[config.mk]
export PLATFORM = sky130hd
export DESIGN_NAME = piso_sched
export DESIGN_NICKNAME = d
export VERILOG_FILES = /design/src/rtl/piso_sched.sv
export SDC_FILE = /design/constraint.sdc
export NUM_CORES = 1
export LEC_CHECK = 0
export ABC_AREA = 0
export BUFFER_PORTS_ARGS = -buffer_cell sky130_fd_sc_hd__buf_2
export CORE_UTILIZATION = 50
export CTS_CLUSTER_SIZE = 14
export DETAILED_ROUTE_END_ITERATION = 10
export GPL_ROUTABILITY_DRIVEN = 0
export PLACE_DENSITY = 0.76
export SYNTH_ARGS = -nofsm -noshare
export SYNTH_HDL_FRONTEND = slang
export SYNTH_SLANG_ARGS = --single-unit
[constraint.sdc]
create_clock -name clk -period 1.6 [get_ports clk]
set_input_delay 0.16 -clock clk [delete_from_list [all_inputs] [get_ports clk]]
set_output_delay 0.16 -clock clk [all_outputs]
set_load 0.02 [all_outputs]
[src/rtl/piso_sched.sv]
// Arbitrates two word requesters and feeds the winning word, two bits at a time,
// to a 2-bit serializer, waiting for its completion pulse between symbols.
module piso_sched #(
   parameter int WORD_W  = 8,
   parameter int TIMEOUT = 8
) (
   input  logic              clk,
   input  logic              rst_n,
   input  logic [1:0]        req_valid,
   input  logic [WORD_W-1:0] req_data0,
   input  logic [WORD_W-1:0] req_data1,
   output logic [1:0]        req_ready,
   output logic [1:0]        sym,
   output logic              sym_valid,
   input  logic              piso_done,
   output logic              grant_id,
   output logic              busy,
   output logic              word_done,
   output logic              err_timeout,
   output logic [1:0]        state_o
);

   localparam int SYM_N = WORD_W / 2;
   localparam int CNT_W = (SYM_N > 1) ? $clog2(SYM_N) : 1;
   localparam int TMO_W = (TIMEOUT > 1) ? $clog2(TIMEOUT) : 1;

   typedef enum logic [1:0] {
      S_IDLE  = 2'd0,
      S_ISSUE = 2'd1,
      S_WAIT  = 2'd2
   } state_t;

   state_t            state_q;
   logic [WORD_W-1:0] sr_q;
   logic [WORD_W-1:0] sr_shift;
   logic [WORD_W-1:0] win_data;
   logic [CNT_W-1:0]  cnt_q;
   logic [TMO_W-1:0]  tmo_q;
   logic [1:0]        sym_q;
   logic              sym_valid_q;
   logic              grant_q;
   logic              last_q;
   logic              word_done_q;
   logic              err_q;
   logic              winner;
   logic              xfer;

   // Handshake: a requester's word moves on a rising edge where its req_valid and
   // req_ready are both high; req_ready is raised for one winner, only in IDLE.
   always_comb begin
      winner = 1'b0;
      case (req_valid)
         2'b01:   winner = 1'b0;
         2'b10:   winner = 1'b1;
         2'b11:   winner = ~last_q;
         default: winner = 1'b0;
      endcase
      req_ready = 2'b00;
      if (state_q == S_IDLE && rst_n && (|req_valid)) req_ready[winner] = 1'b1;
   end

   assign xfer     = |(req_valid & req_ready);
   assign win_data = winner ? req_data1 : req_data0;
   assign sr_shift = sr_q >> 2;

   always_ff @(posedge clk or negedge rst_n) begin
      if (!rst_n) begin
         state_q     <= S_IDLE;
         sr_q        <= '0;
         cnt_q       <= '0;
         tmo_q       <= '0;
         sym_q       <= 2'b00;
         sym_valid_q <= 1'b0;
         grant_q     <= 1'b0;
         last_q      <= 1'b1;
         word_done_q <= 1'b0;
         err_q       <= 1'b0;
      end else begin
         sym_valid_q <= 1'b0;
         word_done_q <= 1'b0;
         err_q       <= 1'b0;
         case (state_q)
            S_IDLE: begin
               if (xfer) begin
                  sr_q        <= win_data;
                  sym_q       <= win_data[1:0];
                  grant_q     <= winner;
                  last_q      <= winner;
                  cnt_q       <= '0;
                  sym_valid_q <= 1'b1;
                  state_q     <= S_ISSUE;
               end
            end
            S_ISSUE: begin
               tmo_q   <= '0;
               state_q <= S_WAIT;
            end
            S_WAIT: begin
               // Completion wins over a timeout expiring in the same cycle.
               if (piso_done) begin
                  if (cnt_q == CNT_W'(SYM_N - 1)) begin
                     word_done_q <= 1'b1;
                     state_q     <= S_IDLE;
                  end else begin
                     sr_q        <= sr_shift;
                     sym_q       <= sr_shift[1:0];
                     cnt_q       <= cnt_q + 1'b1;
                     sym_valid_q <= 1'b1;
                     state_q     <= S_ISSUE;
                  end
               end else if (tmo_q == TMO_W'(TIMEOUT - 1)) begin
                  err_q   <= 1'b1;
                  state_q <= S_IDLE;
               end else begin
                  tmo_q <= tmo_q + 1'b1;
               end
            end
            default: state_q <= S_IDLE;
         endcase
      end
   end

   assign sym         = sym_q;
   assign sym_valid   = sym_valid_q;
   assign grant_id    = grant_q;
   assign busy        = (state_q != S_IDLE);
   assign word_done   = word_done_q;
   assign err_timeout = err_q;
   assign state_o     = state_q;

endmodule

==> impl_metrics.json <==
{
  "status": "finished with violations",
  "violations": "setup timing",
  "fin_crit_sh_pct": 113,
  "drive_gt1_share_pct": 45.5,
  "synth_edf_count": 0,
  "timing.final.crit_period_ns": 1.81,
  "async_flop_share_pct": 100,
  "clk_pin_slew_worst_paths_ns": 0.11,
  "grt_pass1_wl_um": 4260,
  "yosysWarnings": 0,
  "drc": 0,
  "max_stage_delay_ns": 0.41,
  "final_util_pct": 73.4,
  "max_freq_mhz": 551,
  "grt_pass1_vias": 947,
  "port_buffers": 31,
  "ys_types": 32,
  "synth_nets": 127,
  "viasPerCell": 5.82,
  "die_y_um": 48.3,
  "die_x_um": 48.3,
  "synth_area_mm2": 0.00107,
  "diodes": 0,
  "cp_top_family": "simple AND/OR/NAND/NOR gates",
  "worst_slew_pin_slew_ns": 0.871,
  "root_buffer": "clkbuf_4",
  "crit_type": "reg -> out",
  "report.final.slew_viol_count": 0,
  "setup_viol": 8,
  "antenna_left": 0,
  "postSynthCellCount": 103,
  "postSynthAreaPerCell_um2": 10.4,
  "coreArea_mm2": 0.00198,
  "drt-initial-drc-count": 32,
  "routed_wl_um": 2700,
  "hold_viol_final": 0,
  "setup_slack_ns": -0.213,
  "io_pins": 32,
  "final_area_mm2": 0.00146,
  "cp.arrival_ns": 1.65,
  "start_util_pct": 54.2,
  "cp-end-kind": "output port",
  "cts_tree": "yes",
  "min_path_type": "in -> reg",
  "cp_num_buf_inv": 1,
  "grt_overflow": 0,
  "grt_max_degree": 20,
  "maxCapViolations": 0,
  "fin_skew_ns": 0.00413,
  "antenna_found_initial": 0,
  "worstPathMaxFanout": 3,
  "fp-row-count": 16,
  "cts_num_sinks": 20,
  "final_nets": 168,
  "wl_per_cell_um": 15.9,
  "syn2layout_area_growth_pct": 35.5,
  "placed_area_mm2": 0.00130,
  "synth_seq_cells": 20,
  "yosysSeqAreaShare_pct": 46.7,
  "rsz0062_at_grt": "yes",
  "clk_path_buf_depth": 2,
  "p_per_area_mw_per_mm2": 1660,
  "htreeDepth": 1,
  "vias": 990,
  "slowest_stage": "dfrtp_2",
  "relSlewSlack_pct": 41.7,
  "dp.cells": 162,
  "p_leak_nw": 0.706,
  "clock_latency_ns": 0.31,
  "place_ws_ns": -0.0573,
  "path_cells": "or3b_4 > or2_4 > a21oi_4 > buf_6",
  "ys.flop_type": "dfrtp_1",
  "fin_cells": 170,
  "totalNegativeSetupSlack_ns": -0.652,
  "start_kind": "register",
  "dp_hpwl_um": 1770,
  "cts-buffers-inserted": 3,
  "grt_use_total_pct": 23.7,
  "required_ns": 1.44,
  "dieArea_mm2": 0.00234,
  "drt_pass1_iterations": 4,
  "vdd_drop_max_uv": 1110
}
==> layout by cell type, fill, tap and decap left out, types with 5 or more instances in the layout <==
cell / count
a22o_1: 5
o211ai_1: 6
and2_1: 6
dfrtp_1: 17
a221oi_1: 6
buf_2: 29
nor2_1: 8
buf_4: 10
==> registers in the layout, summed over array words and instances (netlist names) <==
register	flops
last_q	1
tmo_q	3
sr_q	8
sym_valid	1
err_timeout	1
cnt_q	2
word_done	1
grant_id	1
state_o	2
==> worst paths after layout <==
kind,start,endpoint,slack (ns),cells past startpoint
worst min register to register,cnt_q[0]$_DFFE_PN0P_,cnt_q[0]$_DFFE_PN0P_,0.49,1
max in group asynchronous,rst_n,state_o[1]$_DFFE_PN0P_,0.39,3
worst max-delay path,state_o[1]$_DFFE_PN0P_,req_ready[0],-0.21,4
worst min-delay path,piso_done,err_timeout$_DFF_PN0_,0.05,2
worst max register to register,state_o[1]$_DFFE_PN0P_,sr_q[3]$_DFFE_PN0P_,-0.09,6
min in group asynchronous,rst_n,last_q$_DFFE_PN1P_,0.50,3
==> routing by layer <==
metal  GRT usage [%]  vias up  part of all wire (%)
met5               0        -                     0
met4            7.35        0                   3.4
met3            3.14       13                   4.6
met2            39.0       47                    49
met1            32.9      468                    43
li1                -      462                     -
==> repair_timing <==
item | CTS | global route
setup endpoints to repair | 11 | 11
pin swaps | 0 | 4
buffers inserted | 0 | 2
hold endpoints to repair | 19 | 0
hold buffers | 2 | 0
resized for setup | 11 | 12
==> area by class of cell <==
| cell class | count | area [um^2] |
|---|---|---|
| Inverter | 4 | 15.0 |
| Fill cell | 151 | 527 |
| Multi-Input combinational cell | 70 | 581 |
| Timing Repair Buffer | 45 | 285 |
| Clock buffer | 4 | 36.3 |
| Tap cell | 27 | 33.8 |
| Sequential cell | 20 | 504 |
==> Yosys cell counts (2+ instances only) <==
cell type	instances	area, um^2
buf_6	2	22.5
a221oi_1	6	52.6
a21oi_1	2	10.0
ha_1	3	37.5
buf_4	2	15.0
nand2_1	2	7.51
nor2_1	9	33.8
o211ai_1	6	45.0
o21ai_0	4	20.0
o2bb2ai_1	2	17.5
clkbuf_1	4	15.0
a22o_1	5	43.8
nor2b_1	3	18.8
dfrtp_1	19	475
and2_1	6	37.5
o31ai_1	6	45.0
mux2i_1	4	40.0
inv_1	4	15.0
==> through the flow <==
step / power, mW / hold slack (ns)
floorplan: 1.60 / -0.136
global route: 2.58 / 0.0398
CTS: 2.23 / 0.0616
global placement: 1.82 / 0.176
finish: 2.41 / 0.0527
detailed placement: 1.87 / 0.178
==> report_power, final <==
group          switching [mW]  total [mW]  internal [mW]
Combinational           0.717        1.29          0.573
Sequential              0.108       0.817          0.708
Clock                   0.164       0.303          0.139
==> cells by family after synthesis <==
logic type,Yosys count,share of synthesized area (%)
AO/OA/AOI/OAI,35,24.7
adder cells (fa/ha/maj),3,3.50
buffers and inverters,13,6.76
flip-flops,20,46.7
multiplexers,4,3.73
AND/OR/NAND/NOR,28,14.6
(Power assumes the default switching activity.)
